===== config.mk =====
export PLATFORM = sky130hd
export DESIGN_NAME = param_counter
export DESIGN_NICKNAME = d
export VERILOG_FILES = /design/src/rtl/param_counter.sv
export SDC_FILE = /design/constraint.sdc
export NUM_CORES = 1
export LEC_CHECK = 0
export ABC_AREA = 1
export CAP_MARGIN = 20
export CORE_UTILIZATION = 37
export DETAILED_ROUTE_END_ITERATION = 12
export GPL_ROUTABILITY_DRIVEN = 0
export SETUP_SLACK_MARGIN = 0.05
export SLEW_MARGIN = 20
export SYNTH_ARGS = -nofsm -noshare
export SYNTH_HDL_FRONTEND = slang
export SYNTH_SLANG_ARGS = --single-unit

===== constraint.sdc =====
create_clock -name clk -period 2.2 [get_ports clk]
set_input_delay 0.44 -clock clk [delete_from_list [all_inputs] [get_ports clk]]
set_output_delay 0.44 -clock clk [all_outputs]
set_load 0.05 [all_outputs]

===== src/rtl/param_counter.sv =====
// param_counter: general-purpose up/down event/timer counter.
//   - WIDTH-bit count over the range 0..MAX_VAL, reset value RST_VAL.
//   - Run modes: wrap (00, also 11), saturate (01), one-shot (10).
//   - Synchronous clear/load, registered terminal-count pulse, sticky ovf.
//   - Optional macro PARAM_COUNTER_GRAY_EN adds a registered gray_out port
//     that tracks out ^ (out >> 1) every cycle.
module param_counter #(
    parameter int               WIDTH   = 4,
    parameter logic [WIDTH-1:0] MAX_VAL = {WIDTH{1'b1}},
    parameter logic [WIDTH-1:0] RST_VAL = {WIDTH{1'b0}}
) (
    input  logic             clk,
    input  logic             rst,
    input  logic             clr,
    input  logic             en,
    input  logic             up,
    input  logic [1:0]       mode,
    input  logic             start,
    input  logic             load,
    input  logic [WIDTH-1:0] load_val,
    output logic [WIDTH-1:0] out,
`ifdef PARAM_COUNTER_GRAY_EN
    output logic [WIDTH-1:0] gray_out,
`endif
    output logic             tc,
    output logic             ovf,
    output logic             busy
);

    localparam logic [1:0]     MODE_SAT     = 2'b01;
    localparam logic [1:0]     MODE_ONESHOT = 2'b10;
    localparam logic [WIDTH:0] MAX_EXT      = {1'b0, MAX_VAL};

    typedef enum logic [1:0] {
        ST_IDLE = 2'b00,
        ST_RUN  = 2'b01,
        ST_DONE = 2'b10
    } state_t;

    state_t           state_r;
    state_t           state_s;
    logic [WIDTH-1:0] cnt_r;
    logic [WIDTH-1:0] cnt_s;
    logic             tc_r;
    logic             tc_s;
    logic             ovf_r;
    logic             ovf_s;
    logic             busy_r;
    logic             busy_s;

    logic [WIDTH:0]   inc_s;
    logic [WIDTH:0]   dec_s;
    logic [WIDTH-1:0] step_s;
    logic [WIDTH-1:0] far_end_s;
    logic             at_term_s;

    // Loaded values above the legal range are pinned to MAX_VAL.
    function automatic logic [WIDTH-1:0] clamp_load(input logic [WIDTH-1:0] v);
        logic [WIDTH-1:0] r;
        if ({1'b0, v} > MAX_EXT) begin
            r = MAX_VAL;
        end else begin
            r = v;
        end
        return r;
    endfunction

`ifdef PARAM_COUNTER_GRAY_EN
    logic [WIDTH-1:0] gray_r;

    // Binary-reflected gray code of a count value.
    function automatic logic [WIDTH-1:0] to_gray(input logic [WIDTH-1:0] v);
        return v ^ (v >> 1);
    endfunction
`endif

    // Step arithmetic is one bit wider so carry/borrow exposes the range ends.
    always_comb begin
        inc_s = {1'b0, cnt_r} + {{WIDTH{1'b0}}, 1'b1};
        dec_s = {1'b0, cnt_r} - {{WIDTH{1'b0}}, 1'b1};
        if (up) begin
            at_term_s = (inc_s > MAX_EXT);
            step_s    = inc_s[WIDTH-1:0];
            far_end_s = {WIDTH{1'b0}};
        end else begin
            at_term_s = dec_s[WIDTH];
            step_s    = dec_s[WIDTH-1:0];
            far_end_s = MAX_VAL;
        end
    end

    // Next count, flags and one-shot state, applying clr > load > start > en.
    always_comb begin
        cnt_s = cnt_r;
        tc_s  = 1'b0;
        ovf_s = ovf_r;
        // Leaving one-shot mode parks the FSM in IDLE on the next edge.
        if (mode == MODE_ONESHOT) begin
            state_s = state_r;
        end else begin
            state_s = ST_IDLE;
        end

        if (clr) begin
            cnt_s   = {WIDTH{1'b0}};
            ovf_s   = 1'b0;
            state_s = ST_IDLE;
        end else if (load) begin
            cnt_s = clamp_load(load_val);
        end else if ((mode == MODE_ONESHOT) && start) begin
            // Launch or relaunch from the end opposite the terminal value.
            cnt_s   = far_end_s;
            state_s = ST_RUN;
        end else if (en) begin
            case (mode)
                MODE_SAT: begin
                    if (at_term_s) begin
                        tc_s  = 1'b1;
                        ovf_s = 1'b1;
                    end else begin
                        cnt_s = step_s;
                    end
                end
                MODE_ONESHOT: begin
                    case (state_r)
                        ST_RUN: begin
                            if (at_term_s) begin
                                tc_s    = 1'b1;
                                state_s = ST_DONE;
                            end else begin
                                cnt_s = step_s;
                            end
                        end
                        default: begin
                            // IDLE and DONE hold the count regardless of en.
                            cnt_s = cnt_r;
                        end
                    endcase
                end
                default: begin
                    // Wrap, and the reserved encoding that behaves as wrap.
                    if (at_term_s) begin
                        cnt_s = far_end_s;
                        tc_s  = 1'b1;
                        ovf_s = 1'b1;
                    end else begin
                        cnt_s = step_s;
                    end
                end
            endcase
        end else begin
            cnt_s = cnt_r;
        end

        busy_s = (state_s == ST_RUN);
    end

    // State and output registers with asynchronous reset.
    always_ff @(posedge clk or posedge rst) begin
        if (rst) begin
            cnt_r   <= RST_VAL;
            tc_r    <= 1'b0;
            ovf_r   <= 1'b0;
            busy_r  <= 1'b0;
            state_r <= ST_IDLE;
        end else begin
            cnt_r   <= cnt_s;
            tc_r    <= tc_s;
            ovf_r   <= ovf_s;
            busy_r  <= busy_s;
            state_r <= state_s;
        end
    end

`ifdef PARAM_COUNTER_GRAY_EN
    // Gray output registered from the same next value as the count.
    always_ff @(posedge clk or posedge rst) begin
        if (rst) begin
            gray_r <= to_gray(RST_VAL);
        end else begin
            gray_r <= to_gray(cnt_s);
        end
    end

    assign gray_out = gray_r;
`endif

    assign out  = cnt_r;
    assign tc   = tc_r;
    assign ovf  = ovf_r;
    assign busy = busy_r;

endmodule


==> results.md, run 1 <==
- Status: finished clean
- CP top delay family: buffers and inverters
- Seq/Total Area, Yosys: 29.6%
- Port bufs: 19
- Gate Count Post-Synth: 116
- Crit path largest cell delay: 860 ps
- Post-Syn Area per Cell: 6.57 um2
- Pin count of the biggest net entering global routing: 10
- Number of antenna violations at the first check in global routing: 0
- DR pass1 iterations: 4
- R2r startpoint: out[0]$_DFFE_PP0P_
- Crit start category: flip-flop
- Cts hold-fix bufs: 0
- RSZ-0062 raised after global routing: false
- Max clock buf depth: 2
- Worst hold path type: in2async
- DRC viols: 0
- Final setup fails: 0
- Worst setup EP type: primary output
- Placed cell count: 163
- R2R cell count: 13
- Die Height: 47.4 um
- CTS sink cnt: 9
- Mapped Area: 762 um2
- Total track usage: 17.3%
- Root buffer cell: clkbuf_4
- Wire per inst: 10.4 um
- IO Count: 20
- CP arrival: 1630 ps
- Post-route setup TNS: 0 ps
- Initial core utilization: 39.2%
- WL final: 1740 um
- Worst slew pin tran: 500 ps
- Reg area: 225 um2
- Initial DRC Count: 14
- FP Rows: 16
- CTS tree: yes
- Dpl hpwl: 1450 um
- Worst VDD drop: 0.000395 V
- Max transition margin: 66.6%
- Clock Pin Slew Worst Setup and Hold Paths: 60 ps
- Crit-path cells: clkdlybuf4s50_1
- R2R Path End: out[0]$_DFFE_PP0P_
- Max Fclk: 482 MHz
- Antenna Nets Post-Route: 0
- PD cells: 543 nW/um2
- Final instance area: 1020 um2
- Tcrit/Tclk final: 94.3%
- Reg2Reg Setup Slack: 400 ps
- Via count: 775
- Synth cell types: 23
- Worst-path maximum fanout: 8
- Lkg Pwr: 0.520 nW
- Layout area overhead: 33.8%
- Die area: 2240 um2
- H-tree levels: 1
- Worst Path Buf+Inv: 1
- Synthesis warning total: 0
- Critical path class: reg2out
- DP Area: 993 um2
- Fin. max-slew vios: 0
- Layout Nets: 158
- Share of post-route cells with drive strength above 1: 15.0%
- Area of the multi-input gates: 468 um2
- Slowest-stage cell, CP: clkdlybuf4s50_1
- Grt ovf: 0
- Final hold vios: 0
- Number of global-route vias before repair: 665
- Clk_lat worst skew: 260 ps
- CTS Buf Count: 3
- Horiz. Die Dim: 47.4 um
- # diodes: 0
- Setup bufs post-CTS: 0
- Tmin final: 2070 ps
- Max Cap Violations: 0
- Core area: 1940 um2
- First-pass GRT wire length: 2710 um
- Worst Clk Skew: 2.91 ps
- Non-filler cells, final: 167
- Syn nets: 133
- Layout filler cell count: 227
- Post_cts resized: 0
- Yosys reg bits: 9
- Via density: 4.64
- Worst path required time: 1760 ps
## cells in the mapped netlist
| cell type | instances | area, um2 |
|---|---|---|
| inv_2 | 3 | 11.3 |
| nand2_4 | 1 | 11.3 |
| nand2_2 | 6 | 37.5 |
| a21oi_2 | 1 | 8.76 |
| o21ai_2 | 1 | 8.76 |
| nand4_2 | 1 | 12.5 |
| nor3_1 | 2 | 10.0 |
| o22ai_1 | 1 | 6.26 |
| nand3b_1 | 1 | 7.51 |
| nor2_2 | 1 | 6.26 |
| ha_1 | 4 | 50.1 |
| o21ai_1 | 1 | 5.00 |
| dfrtp_1 | 9 | 225 |
| nand4_1 | 2 | 12.5 |
| inv_1 | 14 | 52.6 |
| nand2_1 | 33 | 124 |
| nand3_2 | 1 | 10.0 |
| clkinv_2 | 1 | 5.00 |
| o21ai_0 | 1 | 5.00 |
| o21a_1 | 1 | 7.51 |
| nor2_1 | 18 | 67.6 |
| nand3_4 | 1 | 17.5 |
| nand3_1 | 12 | 60.1 |
## worst max path at each step
stage / start / to / slack [ps] / cells past startpoint
6_report: out[0]$_DFFE_PP0P_ / out[0] / 130 / 1
3_3_place_gp: mode[0] / out[0]$_DFFE_PP0P_ / 180 / 9
2_1_floorplan: out[0]$_DFFE_PP0P_ / out[0]$_DFFE_PP0P_ / 280 / 13
4_1_cts: out[0]$_DFFE_PP0P_ / out[0] / 110 / 1
5_1_grt: out[0]$_DFFE_PP0P_ / out[0] / 70 / 1
3_5_place_dp: mode[0] / out[0]$_DFFE_PP0P_ / 150 / 9
## cell usage in the layout (no fill, tap or decap)
cell type / n
a21oi_2: 1
buf_4: 1
clkbuf_1: 1
clkbuf_4: 3
clkdlybuf4s50_1: 19
clkinv_2: 1
dfrtp_1: 9
ha_1: 4
inv_1: 14
inv_2: 3
nand2_1: 33
nand2_2: 6
nand2_4: 1
nand3_1: 12
nand3_2: 1
nand3_4: 1
nand3b_1: 1
nand4_1: 2
nand4_2: 1
nor2_1: 18
nor2_2: 1
nor3_1: 2
o21a_1: 1
o21ai_0: 1
o21ai_1: 1
o21ai_2: 1
o22ai_1: 1
## logic make-up (layout without fill, tap and decap cells)
kind of cell	count (synthesis)	after routing	synth area share, %
simple gates	79	79	49.4
buf+inv	18	42	9.03
flops	9	9	29.6
compound gates	6	6	5.42
fa+ha+maj	4	4	6.57
## registers in the layout (all words and copies together), names as in the netlist
signal,cells
out,4
ovf,1
state_r,2
tc,1
busy,1
## metal layers
metal / wire [um] / part of all wire (%) / global-route usage [%] / vias up
met5: 0 / 0 / 0 / -
met4: 15 / 0.86 / 8.57 / 0
met3: 38 / 2.2 / 1.92 / 2
met2: 796 / 46 / 27.1 / 8
met1: 890 / 51 / 23.4 / 347
li1: - / - / - / 418
## metrics by stage
step	hold slack, ps	total power [mW]	setup slack, ps	utilization [%]
final	440	0.554	126	52.5
after CTS	442	0.564	107	52.5
after global routing	500	0.592	66.5	52.5
after floorplan	268	0.354	284	-
after detailed placement	496	0.429	151	51.2
after global placement	474	0.427	180	51.2
## power breakdown
group / internal (mW) / total [mW] / switching [mW] / leakage, nW
clock: 0.0699 / 0.128 / 0.0580 / 0.0150
combinational: 0.0880 / 0.228 / 0.140 / 0.385
sequential: 0.177 / 0.198 / 0.0216 / 0.120
total: 0.335 / 0.554 / 0.219 / 0.520
## final cells by class
| class | instances | area share, % |
|---|---|---|
| clock buffer | 4 | 2.58 |
| inverter | 18 | 6.75 |
| multi-input combinational | 89 | 45.9 |
| sequential | 9 | 22.1 |
| tap | 27 | 3.31 |
| timing repair buffer | 20 | 19.4 |
(Power assumes the default switching activity.)
==> inputs of run 2 (changes only) <==
Clock period 2.2 ns to 2.53 ns, I/O delays scaled along.
==> run 2 against run 1 <==
  * Core utilization decreased by 0.39 points
  * Non-clock buffer count decreased by 1
  * Die area unchanged
  * First-iteration DRC count increased by 79%
  * Global-route usage decreased by 0.50 points
  * Sequential cell count unchanged
  * Hold slack improved by 51 ps
  * Via count decreased by 1.8%
  * Combinational power decreased by 14%
==> results.md, run 2 (synthesized netlist as in run 1, its figures left out) <==
- Horiz. Die Dim: 47.4 um (unchanged)
- Antenna Nets Post-Route: 0 (unchanged)
- First-pass GRT wire length: 2620 um (was 2710 um)
- Die area: 2240 um2 (unchanged)
- Slowest-stage cell, CP: clkdlybuf4s50_1 (unchanged)
- Max clock buf depth: 2 (unchanged)
- Crit-path cells: clkdlybuf4s50_1 (unchanged)
- Via density: 4.58 (was 4.64)
- Final instance area: 1010 um2 (was 1020 um2)
- Layout area overhead: 32.8% (was 33.8%)
- Lkg Pwr: 0.516 nW (was 0.520 nW)
- PD cells: 472 nW/um2 (was 543 nW/um2)
- Die Height: 47.4 um (unchanged)
- H-tree levels: 1 (unchanged)
- Initial core utilization: 39.2% (unchanged)
- Sw Share: 39.2% (was 39.6%)
- PnR worst setup slack: 383 ps (was 126 ps)
- Post_cts resized: 0 (unchanged)
- Worst path required time: 2020 ps (was 1760 ps)
- IO Count: 20 (unchanged)
- CTS tree: yes (unchanged)
- Worst min-delay path endpoint: ovf$_DFFE_PP0P_
- Clk_lat worst skew: 250 ps (was 260 ps)
- R2R cell count: 13 (unchanged)
- R2r startpoint: out[0]$_DFFE_PP0P_ (unchanged)
- Worst hold path type: reg2reg (was in2async)
- Crit path largest cell delay: 860 ps (about the same)
- Combinational power share: 41.2% (was 41.1%)
- Final setup fails: 0 (unchanged)
- Int Pwr: 0.290 mW (was 0.335 mW)
- Worst slew pin tran: 497 ps (was 500 ps)
- Layout Nets: 157 (was 158)
- Critical path class: reg2out (unchanged)
- CP startpoint: out[0]$_DFFE_PP0P_ (unchanged)
- Layout filler cell count: 207 (was 227)
- Number of global-route vias before repair: 638 (was 665)
- Initial DRC Count: 25 (was 14)
- Worst Clk Skew: 6.04 ps (was 2.91 ps)
- Worst hold stages: 1
- CP arrival: 1640 ps (was 1630 ps)
- CTS Buf Count: 3 (unchanged)
- Max FFs per register: 4 (unchanged)
- Post-route setup TNS: 0 ps (unchanged)
- Clk pwr share: 22.7% (was 23.1%)
- Fin. max-slew vios: 0 (unchanged)
- Max transition margin: 66.8% (was 66.6%)
- HP Start: ovf$_DFFE_PP0P_
- CTS sink cnt: 9 (unchanged)
- DR pass1 iterations: 4 (unchanged)
- Cts hold-fix bufs: 0 (unchanged)
- Worst setup EP type: primary output (unchanged)
- Most common cell after layout, fill and taps aside: nand2_1 (unchanged)
- Setup bufs post-CTS: 0 (unchanged)
- Max Cap Violations: 0 (unchanged)
- Root buffer cell: clkbuf_4 (unchanged)
- Seq pwr share: 36.0% (was 35.8%)
- R2R Path End: out[0]$_DFFE_PP0P_ (unchanged)
- WL final: 1650 um (was 1740 um)
- DRC viols: 0 (unchanged)
- Worst-path maximum fanout: 8 (unchanged)
- Worst VDD drop: 0.000308 V (was 0.000395 V)
- Min Hold Slack: 491 ps (was 440 ps)
- Max Fclk: 466 MHz
- CP top delay family: buffers and inverters (unchanged)
- Number of antenna violations at the first check in global routing: 0 (unchanged)
- Port bufs: 19 (unchanged)
- Clock Pin Slew Worst Setup and Hold Paths: 60 ps (about the same)
- Via count: 761 (was 775)
- Most frequent cells in the layout: nand2_1, clkdlybuf4s50_1, nor2_1 (unchanged)
- Switching pwr: 0.187 mW (was 0.219 mW)
- Worst Path Buf+Inv: 1 (unchanged)
- Final hold vios: 0 (unchanged)
- FP Rows: 16 (unchanged)
- Grt ovf: 0 (unchanged)
- Crit start category: flip-flop (unchanged)
- Share of post-route cells with drive strength above 1: 14.4% (was 15.0%)
- # diodes: 0 (unchanged)
- Dpl hpwl: 1390 um (was 1450 um)
- RSZ-0062 raised after global routing: false (unchanged)
- Reg2Reg Setup Slack: 720 ps (was 400 ps)
- Total track usage: 16.8% (was 17.3%)
- Pin count of the biggest net entering global routing: 10 (unchanged)
- DP Area: 986 um2 (was 993 um2)
- Tcrit/Tclk final: 84.9%
- Pre-CTS WS: 324 ps (was 151 ps)
- Status: finished clean (unchanged)
- Tmin final: 2150 ps
- Core area: 1940 um2 (unchanged)
- Wire per inst: 9.96 um (was 10.4 um)
run 2: through the flow:
step	power, mW	std cells	util (%)
2_1_floorplan	0.308	116	-
3_3_place_gp	0.371	162	50.8
3_5_place_dp	0.373	162	50.8
4_1_cts	0.487	166	52.1
5_1_grt	0.517	166	52.1
6_report	0.477	166	52.1
run 2: area by class of cell:
| class | count | area [um2] | area share, % |
|---|---|---|---|
| Clock buffer | 4 | 26.3 | 2.60 |
| Inverter | 18 | 68.8 | 6.80 |
| Multi-Input combinational cell | 89 | 468 | 46.2 |
| Sequential cell | 9 | 225 | 22.2 |
| Tap cell | 27 | 33.8 | 3.34 |
| Timing Repair Buffer | 19 | 190 | 18.8 |
run 2: routing by layer:
metal | global-route usage (%) | wire length [um] | part of all wire [%]
met5 | 0 | 0 | 0
met4 | 6.86 | 0 | 0
met3 | 1.92 | 73 | 4.4
met2 | 26.3 | 829 | 50
met1 | 23.3 | 751 | 45
run 2: worst max path at each step:
stage | to | slack [ps] | depth (start not counted)
after floorplan | out[0]$_DFFE_PP0P_ | 610 | 13
after global placement | out[0]$_DFFE_PP0P_ | 370 | 11
after detailed placement | out[0]$_DFFE_PP0P_ | 320 | 11
after CTS | out[0] | 350 | 1
after global routing | out[0] | 290 | 1
final | out[0] | 380 | 1
run 2: power by group through the flow:
stage | Combinational [mW] | Clock [mW] | Sequential [mW]
floorplan | 0.104 | 0 | 0.204
global placement | 0.196 | 0 | 0.175
detailed placement | 0.198 | 0 | 0.175
CTS | 0.199 | 0.115 | 0.172
global route | 0.219 | 0.124 | 0.175
finish | 0.197 | 0.109 | 0.172
==> inputs of run 3 (changes only) <==
Clock period 2.53 ns to 2.2 ns, I/O delays scaled along.
==> results of run 3 <==
Final layout, timing and power as in run 1 (identical DEF).
